<file path="config.mk">
export PLATFORM = sky130hd
export DESIGN_NAME = spi_master_adc
export DESIGN_NICKNAME = d
export VERILOG_FILES = /design/src/rtl/spi_master_adc.sv
export SDC_FILE = /design/constraint.sdc
export NUM_CORES = 1
export LEC_CHECK = 0
export ABC_CLOCK_PERIOD_IN_PS = 3900
export CORE_ASPECT_RATIO = 1.1
export CORE_MARGIN = 2
export CORE_UTILIZATION = 36
export DETAILED_ROUTE_END_ITERATION = 16
export GPL_ROUTABILITY_DRIVEN = 0
export GPL_TIMING_DRIVEN = 0
export PLACE_DENSITY = 0.59
export SYNTH_ARGS = -nofsm -noshare
export SYNTH_HDL_FRONTEND = slang
export SYNTH_SLANG_ARGS = --single-unit
</file>
<file path="constraint.sdc">
create_clock -name i_clk -period 3.9 [get_ports i_clk]
set_input_delay 0.585 -clock i_clk [delete_from_list [all_inputs] [get_ports i_clk]]
set_output_delay 0.585 -clock i_clk [all_outputs]
set_load 0.02 [all_outputs]
</file>
<file path="src/rtl/spi_master_adc.sv">
// SPI master that reads one 8-bit sample per frame from a serial ADC slave.
// sclk idles high; the slave shifts on falling sclk, bits are captured on rising edges 4..11.
module spi_master_adc #(
    parameter int HALF  = 2,
    parameter int QUIET = 4
) (
    input  logic       i_clk,
    input  logic       n_rst,
    input  logic       i_start,
    input  logic       i_sdata,
    output logic       o_sclk,
    output logic       o_cs_n,
    output logic [7:0] o_adc_data,
    output logic       o_data_valid,
    output logic       o_busy
);

    // state       | meaning
    // ST_IDLE     | cs_n high, waiting for start
    // ST_SETUP    | cs_n low, sclk high for HALF clks before the first falling edge
    // ST_SHIFT_LO | sclk low for HALF clks, slave shifts out the next bit
    // ST_SHIFT_HI | sclk high for HALF clks, sdata captured in the first clk
    // ST_QUIET    | cs_n high for QUIET clks between frames, still busy
    typedef enum logic [2:0] {
        ST_IDLE,
        ST_SETUP,
        ST_SHIFT_LO,
        ST_SHIFT_HI,
        ST_QUIET
    } state_t;

    localparam logic [7:0] HALF_M1  = 8'(HALF - 1);
    localparam logic [7:0] QUIET_M1 = 8'(QUIET - 1);

    state_t      r_state;
    state_t      w_next;
    logic [7:0]  r_cnt;
    logic [4:0]  r_edge;
    logic [7:0]  r_shift;
    logic [7:0]  r_adc_data;
    logic        r_sclk;
    logic        r_cs_n;
    logic        r_busy;
    logic        r_data_valid;
    logic        w_half_done;
    logic        w_quiet_done;
    logic        w_sample;
    logic        w_last;

    always_comb begin
        w_next       = r_state;
        w_half_done  = (r_cnt == HALF_M1);
        w_quiet_done = (r_cnt == QUIET_M1);
        w_sample     = 1'b0;
        w_last       = 1'b0;
        unique case (r_state)
            ST_IDLE: begin
                if (i_start) w_next = ST_SETUP;
            end
            ST_SETUP: begin
                if (w_half_done) w_next = ST_SHIFT_LO;
            end
            ST_SHIFT_LO: begin
                if (w_half_done) w_next = ST_SHIFT_HI;
            end
            ST_SHIFT_HI: begin
                // Only the data window of the 16-edge frame reaches the shift register.
                w_sample = (r_cnt == 8'd0) && (r_edge >= 5'd4) && (r_edge <= 5'd11);
                if (w_half_done) begin
                    if (r_edge == 5'd16) begin
                        w_next = ST_QUIET;
                        w_last = 1'b1;
                    end else begin
                        w_next = ST_SHIFT_LO;
                    end
                end
            end
            ST_QUIET: begin
                if (w_quiet_done) w_next = ST_IDLE;
            end
            default: w_next = ST_IDLE;
        endcase
    end

    always_ff @(posedge i_clk or negedge n_rst) begin
        if (!n_rst) begin
            r_state <= ST_IDLE;
        end else begin
            r_state <= w_next;
        end
    end

    always_ff @(posedge i_clk or negedge n_rst) begin
        if (!n_rst) begin
            r_cnt   <= 8'd0;
            r_edge  <= 5'd0;
            r_shift <= 8'd0;
        end else begin
            if ((w_next != r_state) || (r_state == ST_IDLE)) begin
                r_cnt <= 8'd0;
            end else begin
                r_cnt <= r_cnt + 8'd1;
            end
            if (r_state == ST_IDLE) begin
                r_edge <= 5'd0;
            end else if ((r_state == ST_SHIFT_LO) && (w_next == ST_SHIFT_HI)) begin
                r_edge <= r_edge + 5'd1;
            end
            if (w_sample) begin
                r_shift <= {r_shift[6:0], i_sdata};
            end
        end
    end

    // Pin outputs are registered from the next state so they line up with the state they describe.
    always_ff @(posedge i_clk or negedge n_rst) begin
        if (!n_rst) begin
            r_sclk       <= 1'b1;
            r_cs_n       <= 1'b1;
            r_busy       <= 1'b0;
            r_data_valid <= 1'b0;
            r_adc_data   <= 8'h00;
        end else begin
            r_sclk       <= (w_next != ST_SHIFT_LO);
            r_cs_n       <= (w_next == ST_IDLE) || (w_next == ST_QUIET);
            r_busy       <= (w_next != ST_IDLE);
            r_data_valid <= w_last;
            if (w_last) begin
                r_adc_data <= r_shift;
            end
        end
    end

    assign o_sclk       = r_sclk;
    assign o_cs_n       = r_cs_n;
    assign o_busy       = r_busy;
    assign o_data_valid = r_data_valid;
    assign o_adc_data   = r_adc_data;

endmodule

</file>
==> results.py <==
metrics = {
    "timing": {
        "slew_viol_final": 0,
        "fin_hold_ws_ns": 0.370,
        "setup_tns_ns": 0,
        "max_freq_mhz": 437,
        "grt_setup_unrepaired": "false",
        "max-slew-margin-rel": 0.478,
        "skew_ns": 0.00581,
        "final_hold_viol_count": 0,
        "finalCritPeriodShare": 0.586,
        "worst_pin_slew_ns": 0.783,
        "setup_viol": 0,
        "finalCriticalPeriod_ns": 2.29,
    },
    "routing": {
        "wirelength_um": 3310,
        "num_vias": 1165,
        "wl_met1_um": 1540,
        "wl_per_cell_um": 14.7,
        "ant_nets": 0,
        "top_layer": "met4",
        "routed_via_density": 5.18,
        "dr.pass1.iters": 4,
        "first_iter_violations": 59,
        "drc": 0,
        "route.met3.wl_um": 138,
        "wl_met2_um": 1590,
    },
    "synthesis": {
        "yosysSeqAreaShare": 0.530,
        "syn_inst": 146,
        "synth_area_um2": 1700,
        "ys_types": 39,
        "synth_fp_nets": 155,
        "synth_area_per_cell_um2": 11.7,
        "synth_warnings": 0,
        "ys_ff_latch": 36,
    },
    "worst_setup_path": {
        "rrSetupSlack_ns": 1.61,
        "critPathMaxFanout": 9,
        "cp-startpoint": "r_cnt[1]$_DFF_PN0_",
        "r2r_end": "o_adc_data[1]$_DFFE_PN0P_",
        "cp-start-kind": "register",
        "crit_path_end": "o_adc_data[1]$_DFFE_PN0P_",
        "r2r_start": "r_cnt[1]$_DFF_PN0_",
        "criticalPathCategory": "register to register",
        "crit_required_ns": 4.07,
        "arrival_ns": 2.46,
        "r2r_cells": 7,
        "endpoint_kind": "register",
    },
    "status": {
        "status": "complete, no violations",
    },
    "clock_network": {
        "clock-sinks": 36,
        "cts_buffer_depth": 2,
        "path_clk_slew_ns": 0.07,
        "cts_tree": "yes",
        "cts_resized": 0,
        "insertion_delay_ns": 0.28,
        "hold_buffers": 0,
        "cts_setup_buffers": 0,
        "htreeDepth": 2,
        "cts_root_buffer": "clkbuf_8",
        "numCtsBuffers": 5,
    },
    "global_routing": {
        "antenna_found_initial": 0,
        "grt_first_pass_wirelength_um": 5670,
        "grt_max_degree": 37,
        "grt_use_total": 0.136,
        "grt-ovfl-total": 0,
        "grt_pass1_vias": 1179,
    },
    "placement": {
        "io_buffers": 15,
        "dp_hpwl_um": 2350,
        "place_area_um2": 1920,
    },
    "final_layout": {
        "design_area_um2": 2000,
        "n_fill_cell": 436,
        "diodes": 0,
        "area.growth.synth_to_final_pct": 17.6,
        "drive_above_1_share": 0.201,
        "register_area_um2": 903,
        "final_nets": 177,
        "layout_commonest_cell": "dfrtp_1",
        "multiInputGateArea_um2": 751,
        "layout_common_cells": "34 x dfrtp_1, 16 x mux2_2, 14 x nor2_1, 14 x clkdlybuf4s50_1",
        "post-route-util": 0.437,
    },
    "power_and_ir_drop": {
        "powerDensity_nw_per_um2": 579,
        "p_leak_nw": 0.939,
        "power_mw": 1.16,
        "ir_drop_mv": 0.334,
    },
    "min_path": {
        "hp-class": "primary input to asynchronous set/reset pin",
    },
    "die": {
        "rows": 26,
        "die_w_um": 69.6,
        "core_area_um2": 4590,
        "dieArea_um2": 5300,
        "ios": 16,
        "start_util": 0.371,
        "die_y_um": 76.1,
    },
    "run": {
        "cap_viol_max_count": 0,
    },
}
-- worst min-delay path by stage --
| stage | endpoint | start | cells after the start |
|---|---|---|---|
| CTS | r_edge[4]$_DFFE_PN0P_ | n_rst | 1 |
| detailed placement | o_adc_data[2]$_DFFE_PN0P_ | o_adc_data[2]$_DFFE_PN0P_ | 1 |
| finish | r_edge[4]$_DFFE_PN0P_ | n_rst | 1 |
| floorplan | o_adc_data[0]$_DFFE_PN0P_ | n_rst | 0 |
| global route | r_edge[4]$_DFFE_PN0P_ | n_rst | 1 |
| global placement | o_adc_data[4]$_DFFE_PN0P_ | o_adc_data[4]$_DFFE_PN0P_ | 1 |
-- cell type report --
class                   instances  area share
clock buffers                   7      0.0381
multi-input cells              99       0.375
flip-flops and latches         36       0.451
well taps                      56      0.0350
plain buffers                   5      0.0131
inverters                       6      0.0112
repair buffers                 15      0.0725
clock inverters                 1     0.00437
-- worst max-delay path, stage by stage (launching register included) --
cell and delay [ns]:
dfrtp_1 0.40, inv_1 0.08, ha_1 0.14, nor3b_2 0.50
and3_1 0.29, and2_1 0.14, clkbuf_1 0.25, mux2_2 0.37
-- report_power, final --
part	switching, mW	internal (mW)
clock network	0.131	0.128
registers	0.0688	0.446
logic	0.221	0.165
-- per-layer routing --
layer,GRT usage,vias to the layer above
li1,-,560
met1,0.173,583
met2,0.219,17
met3,0.0476,5
met4,0.0412,0
met5,0,-
-- state kept, by name, summed over array words and instances (netlist names) --
name and cells:
r_cnt 8, r_shift 8, r_edge 5, o_busy 1, r_state 3, o_sclk 1, o_cs_n 1, o_adc_data 8
o_data_valid 1
-- cell usage after synthesis --
| master | count | area share |
|---|---|---|
| a2111oi_0 | 1 | 0.0051 |
| a21oi_1 | 2 | 0.0059 |
| dfstp_2 | 2 | 0.031 |
| a31oi_1 | 3 | 0.011 |
| mux2_2 | 16 | 0.11 |
| nor4_1 | 1 | 0.0037 |
| xnor2_1 | 3 | 0.015 |
| or2b_1 | 1 | 0.0044 |
| and3_1 | 4 | 0.015 |
| nor2_1 | 14 | 0.031 |
| ha_1 | 5 | 0.037 |
| a311oi_1 | 1 | 0.0051 |
| buf_4 | 2 | 0.0088 |
| or4_1 | 1 | 0.0044 |
| nor3b_2 | 1 | 0.0073 |
| or3b_2 | 1 | 0.0051 |
| a221oi_1 | 2 | 0.010 |
| xor2_1 | 3 | 0.015 |
| nand2b_1 | 2 | 0.0073 |
| o21ai_0 | 5 | 0.015 |
| a22o_1 | 2 | 0.010 |
| a211oi_1 | 3 | 0.013 |
| a2111oi_4 | 1 | 0.016 |
| or2_2 | 2 | 0.0073 |
| a211o_1 | 1 | 0.0051 |
| clkbuf_1 | 3 | 0.0066 |
| dfrtp_1 | 34 | 0.50 |
| nor4_2 | 1 | 0.0073 |
| nor4bb_1 | 1 | 0.0059 |
| o21bai_1 | 1 | 0.0044 |
| inv_1 | 6 | 0.013 |
| nand4_1 | 3 | 0.011 |
| nand3_1 | 5 | 0.015 |
| nand2_2 | 1 | 0.0037 |
| nand2_1 | 6 | 0.013 |
| mux2i_1 | 1 | 0.0059 |
| nor2b_1 | 1 | 0.0037 |
| and2b_1 | 1 | 0.0044 |
| and2_1 | 3 | 0.011 |
-- cells by family (layout without fill, tap and decap cells) --
| family | Yosys count | count (layout) | synth area share |
|---|---|---|---|
| buf+inv | 11 | 34 | 0.0287 |
| compound gates | 22 | 22 | 0.101 |
| fa+ha+maj | 5 | 5 | 0.0367 |
| xor+xnor | 6 | 6 | 0.0309 |
| simple gates | 49 | 49 | 0.160 |
| mux | 17 | 17 | 0.112 |
| flops | 36 | 36 | 0.530 |
-- metrics by stage --
step           worst slack, ns  cells
2_1_floorplan             2.00    146
3_3_place_gp              1.51    217
3_5_place_dp              1.63    217
4_1_cts                   1.61    225
5_1_grt                   1.46    225
6_report                  1.61    225
Power figures use the tool's default switching activity.
